### src/rtl/rom_glyph_serializer.sv
// rom_glyph_serializer: fetch stage in front of a single-port character ROM
// with registered 1-cycle-latency data. A {char, line} request is accepted
// over valid/ready. The fetched byte is parked in a one-entry buffer and then
// shifted out MSB-first, one pixel per ce_pix pulse. Because the buffer
// refills while the shifter drains, back-to-back requests give a gapless
// pixel stream.
// Optional build macro: PIXEL_DOUBLE_EN holds each pixel for two ce_pix pulses.
module rom_glyph_serializer #(
  parameter int unsigned address_width = 11,
  parameter int unsigned data_width    = 8,
  parameter int unsigned line_bits     = 3
) (
  input  logic                                 clock,
  input  logic                                 reset_n,
  input  logic                                 ce_pix,
  input  logic                                 req_valid,
  output logic                                 req_ready,
  input  logic [address_width-line_bits-1:0]   req_char,
  input  logic [line_bits-1:0]                 req_line,
  output logic [address_width-1:0]             rom_address,
  input  logic [data_width-1:0]                rom_q,
  output logic                                 pix,
  output logic                                 pix_valid,
  output logic                                 busy
);

  localparam int unsigned CNT_W = $clog2(data_width + 1);

  typedef enum logic [1:0] {
    F_IDLE,
    F_ADDR,
    F_DATA
  } fetch_state_e;

  fetch_state_e               state_q, state_d;
  logic [address_width-1:0]   addr_q, addr_d;
  logic [data_width-1:0]      hold_q, hold_d;
  logic                       buf_full_q, buf_full_d;
  logic [data_width-1:0]      shift_q, shift_d;
  logic [CNT_W-1:0]           count_q, count_d;

  logic capture;
  logic drain;
  logic cnt_zero;
  logic cnt_last;
  logic advance;

`ifdef PIXEL_DOUBLE_EN
  // Phase 0 = first pulse of a pixel, phase 1 = second pulse (the one that moves the shifter).
  logic phase_q, phase_d;
  assign advance = phase_q;
`else
  assign advance = 1'b1;
`endif

  assign cnt_zero = (count_q == '0);
  assign cnt_last = (count_q == CNT_W'(1));

  // Fetch FSM: issue the ROM address, wait for the registered data, capture it into the buffer.
  always_comb begin
    state_d   = state_q;
    addr_d    = addr_q;
    req_ready = 1'b0;
    capture   = 1'b0;
    unique case (state_q)
      F_IDLE: begin
        req_ready = reset_n & ~buf_full_q;
        if (req_valid && reset_n && !buf_full_q) begin
          addr_d  = {req_char, req_line};
          state_d = F_ADDR;
        end
      end
      F_ADDR: begin
        state_d = F_DATA;
      end
      F_DATA: begin
        capture = 1'b1;
        state_d = F_IDLE;
      end
      default: begin
        state_d = F_IDLE;
      end
    endcase
  end

  // Shifter: load from the buffer when empty, or reload on the last pixel so the stream has no gap.
  always_comb begin
    shift_d = shift_q;
    count_d = count_q;
    drain   = 1'b0;
`ifdef PIXEL_DOUBLE_EN
    phase_d = phase_q;
`endif
    if (ce_pix) begin
      if (cnt_zero) begin
        if (buf_full_q) begin
          shift_d = hold_q;
          count_d = CNT_W'(data_width);
          drain   = 1'b1;
`ifdef PIXEL_DOUBLE_EN
          phase_d = 1'b0;
`endif
        end
      end else if (advance) begin
        if (cnt_last && buf_full_q) begin
          shift_d = hold_q;
          count_d = CNT_W'(data_width);
          drain   = 1'b1;
        end else begin
          shift_d = shift_q << 1;
          count_d = count_q - CNT_W'(1);
        end
`ifdef PIXEL_DOUBLE_EN
        phase_d = 1'b0;
`endif
      end else begin
`ifdef PIXEL_DOUBLE_EN
        phase_d = 1'b1;
`endif
      end
    end
  end

  // Holding buffer: a capture can never coincide with a drain (accept requires an empty
  // buffer), but capture is given priority so a simultaneous pair would keep it full.
  always_comb begin
    hold_d     = hold_q;
    buf_full_d = buf_full_q;
    if (capture) begin
      hold_d     = rom_q;
      buf_full_d = 1'b1;
    end else if (drain) begin
      buf_full_d = 1'b0;
    end
  end

  // State registers with synchronous active-low reset; reset discards any fetch, buffer or shift.
  always_ff @(posedge clock) begin
    if (!reset_n) begin
      state_q    <= F_IDLE;
      addr_q     <= '0;
      hold_q     <= '0;
      buf_full_q <= 1'b0;
      shift_q    <= '0;
      count_q    <= '0;
    end else begin
      state_q    <= state_d;
      addr_q     <= addr_d;
      hold_q     <= hold_d;
      buf_full_q <= buf_full_d;
      shift_q    <= shift_d;
      count_q    <= count_d;
    end
  end

`ifdef PIXEL_DOUBLE_EN
  // Pixel-doubling phase register.
  always_ff @(posedge clock) begin
    if (!reset_n) begin
      phase_q <= 1'b0;
    end else begin
      phase_q <= phase_d;
    end
  end
`endif

  assign rom_address = addr_q;
  assign pix_valid   = ~cnt_zero;
  assign pix         = shift_q[data_width-1] & pix_valid;
  assign busy        = (state_q != F_IDLE) | buf_full_q | pix_valid;

endmodule

### config.mk
export PLATFORM = sky130hd
export DESIGN_NAME = rom_glyph_serializer
export DESIGN_NICKNAME = d
export VERILOG_FILES = /design/src/rtl/rom_glyph_serializer.sv
export SDC_FILE = /design/constraint.sdc
export NUM_CORES = 1
export LEC_CHECK = 0
export BUFFER_PORTS_ARGS = -buffer_cell sky130_fd_sc_hd__buf_2
export CAP_MARGIN = 20
export CORE_MARGIN = 3
export CORE_UTILIZATION = 47
export DETAILED_ROUTE_END_ITERATION = 8
export GPL_TIMING_DRIVEN = 0
export HOLD_SLACK_MARGIN = 0.15
export PLACE_DENSITY = 0.76
export SLEW_MARGIN = 20
export SYNTH_ARGS = -nofsm -noshare
export SYNTH_HDL_FRONTEND = slang
export SYNTH_SLANG_ARGS = --single-unit
### constraint.sdc
create_clock -name clock -period 1.8 [get_ports clock]
set_clock_uncertainty 0.2 [all_clocks]
set_input_delay 0 -clock clock [delete_from_list [all_inputs] [get_ports clock]]
set_output_delay 0 -clock clock [all_outputs]
set_load 0.005 [all_outputs]
==> metrics.txt <==
Synth Area in Simple Gates=16.5%; minimum clock period=2.08 ns; YS warnings=0; Synth cell types=39; All-Layer GR Usage=21.6%; pre-CTS WS=-0.181 ns; antenna-violating nets left=0; GP Congestion=0.785; final setup margin=-0.281 ns; CTS Buffer Depth=2; Worst Setup End Kind=primary output; top-level port count=38; routed len/inst=16.1 um; most frequent cell after synthesis=dfxtp_1; pin count of the biggest net entering global routing=13; Seq pwr share=27.4%; Post-synth top cells=dfxtp_1, nand2_1, o21a_1, a21oi_1, inv_1; xor and xnor area share after synthesis=0%; Layout area overhead=53.8%; top cell type by total area after synthesis=dfxtp_1; initial antenna violation count=0; Syn Nets=203; clock slew at reported path FFs=0.12 ns; port buffer count=36; Arr. time, crit path=1.88 ns; max-cap violations=0; Compound-Gate Fraction of Synth Area=29.7%; Sw Share=35.8%; Setup CP Type=flip-flop to primary output; DRC=0; Clk pwr share=19.2%; failing checks=negative setup slack; Die H=64.6 um; Post-Place Cells=257; Final period util=116%; Leak=0.00105 uW; EDFF count, synth=0; first-pass GRT wire length=7.11 mm; synthesized area=0.00161 mm^2; Gate power share=53.4%; Pwr Density=1500 mW/mm^2; number of global-route vias before repair=1536; Nets=283; final hold violation count=0; clk_lat worst skew=0.35 ns; CTS sink count=34; Initial Util=51.1%; Async SR Flop Fraction=0%; Slew headroom=60.5%; fraction of layout cells with a size suffix above 1=35.3%; cell internal pwr=2390 uW; Mapped Cells=177; RSZ-0062 raised after global routing=yes; CTS Buf Count=5; mux cell area share after synthesis=0.621%; Overflow after GRT=0; Worst Tran Pin Value=0.593 ns; full die area=0.00417 mm^2; TritonRoute pass-1 iters=4; via-per-instance ratio=5.38; post-route cell area=0.00248 mm^2; sequential share of the synthesized area=42.2%; top cell type's share of synthesized area=42.2%; Root Buffer=clkbuf_4; placed inst area=0.00187 mm^2; core region area=0.00315 mm^2; run status=finished, violations left; vias=1626; Setup TNS=-0.860 ns; fin cells=302; # fillers=220; top_reg_cell synth=dfxtp_1; Worst VDD drop=0.000762 V; Post-Syn Area per Cell=9.10 um^2; routed wire length=4.88 mm; total power=3720 uW; Sw Pwr=1330 uW; CP Launch Type=flip-flop; upper clock frequency limit=481 MHz; CP Max Fanout=3; n_diodes=0; DRT iter0 DRCs=109; Worst Hold Class=input pin to flip-flop; Worst EP required=1.60 ns; top post-synthesis cells by area=dfxtp_1, o21a_1, a21boi_0; adder-cell share of the synthesized area=2.33%; synthesized flop and latch total=34; largest family of logic cells by synthesized area=compound AO/OA/AOI/OAI gates; H-tree depth=2; CTS tree=built; Post-DP HPWL=2.72 mm; row count=20; final slew viol count=0; # setup viols final=13; overall die width=64.6 um
cell families after synthesis:
kind of cell               Yosys count
DFF                                 34
muxes                                1
adders and majority gates            3
and+or+nand+nor                     48
AOI/OAI and AO/OA                   63
buffers and inverters               28
timing repair:
item	CTS	global route
pin swaps	3	11
hold buffers	22	1
gates cloned	0	3
endpoints found under the setup margin	24	28
buffers inserted	5	10
hold endpoints to repair	34	12
resized for setup	10	32
area by class of cell:
type / count / area [um^2] / share of cell area [%]
timing repair buffer: 75 / 568 / 22.9
clock buffer: 5 / 37.5 / 1.51
tap: 44 / 55.1 / 2.22
inverter: 12 / 47.5 / 1.92
multi-input combinational: 116 / 933 / 37.7
buffer: 13 / 80.1 / 3.23
clock inverter: 3 / 68.8 / 2.78
sequential: 34 / 688 / 27.8
state kept, by name (all words and copies together), names as in the netlist:
signal	count
shift_q	8
state_q	2
hold_q	8
rom_address	11
buf_full_q	1
count_q	4
worst max-delay path, cell delays in order (launching register included):
cell and delay (ns):
dfxtp_4 0.38, inv_4 0.06, ha_4 0.13, or3b_4 0.39, or4_1 0.42, buf_2 0.15
cells in the final DEF (no fill, tap or decap), types with 2 or more instances in the layout:
| cell type | count |
|---|---|
| and2_1 | 2 |
| o221a_1 | 7 |
| dlygate4sd1_1 | 2 |
| a21oi_1 | 9 |
| buf_2 | 36 |
| dfxtp_1 | 30 |
| and2_4 | 2 |
| ha_4 | 2 |
| clkbuf_4 | 5 |
| o311ai_2 | 4 |
| a21boi_0 | 11 |
| clkbuf_2 | 2 |
| buf_6 | 6 |
| dfxtp_2 | 3 |
| inv_1 | 10 |
| a21oi_2 | 2 |
| o21ai_0 | 2 |
| dlygate4sd3_1 | 22 |
| and3_1 | 11 |
| buf_4 | 12 |
| bufinv_16 | 2 |
| nand2_1 | 20 |
| o21a_1 | 17 |
| clkbuf_1 | 6 |
| o311ai_4 | 2 |
power by group through the flow:
stage / Sequential, uW / Clock (uW) / Combinational [uW]
final: 1020 / 715 / 1990
after global routing: 1030 / 749 / 2090
after CTS: 1010 / 716 / 1250
after detailed placement: 1020 / 0 / 1080
after global placement: 1010 / 0 / 1050
after floorplan: 990 / 0 / 828
path summary, 6_finish.rpt:
check	depth (start not counted)	to	startpoint	slack, ns
max	5	busy	count_q[0]	-0.28
min	4	hold_q[6]	rom_q[6]	0.23
max reg2reg	6	count_q[1]	count_q[0]	-0.06
min reg2reg	2	hold_q[2]	hold_q[2]	0.26
metal layers:
| layer | wire length, um | vias up | share of wire, % | GRT usage, % |
|---|---|---|---|---|
| li1 | - | 795 | - | - |
| met1 | 2090 | 762 | 43 | 26.6 |
| met2 | 2390 | 52 | 49 | 36.6 |
| met3 | 256 | 17 | 5.2 | 5.89 |
| met4 | 138 | 0 | 2.8 | 6.60 |
| met5 | 0 | - | 0 | 0 |
through the flow:
step | util, % | hold slack [ns]
CTS | 71.1 | 0.217
global placement | 59.4 | 0.0425
global route | 78.6 | 0.227
detailed placement | 59.4 | 0.0504
floorplan | - | -0.0640
finish | 78.6 | 0.226
No activity file was read; power rests on OpenSTA's default activity.
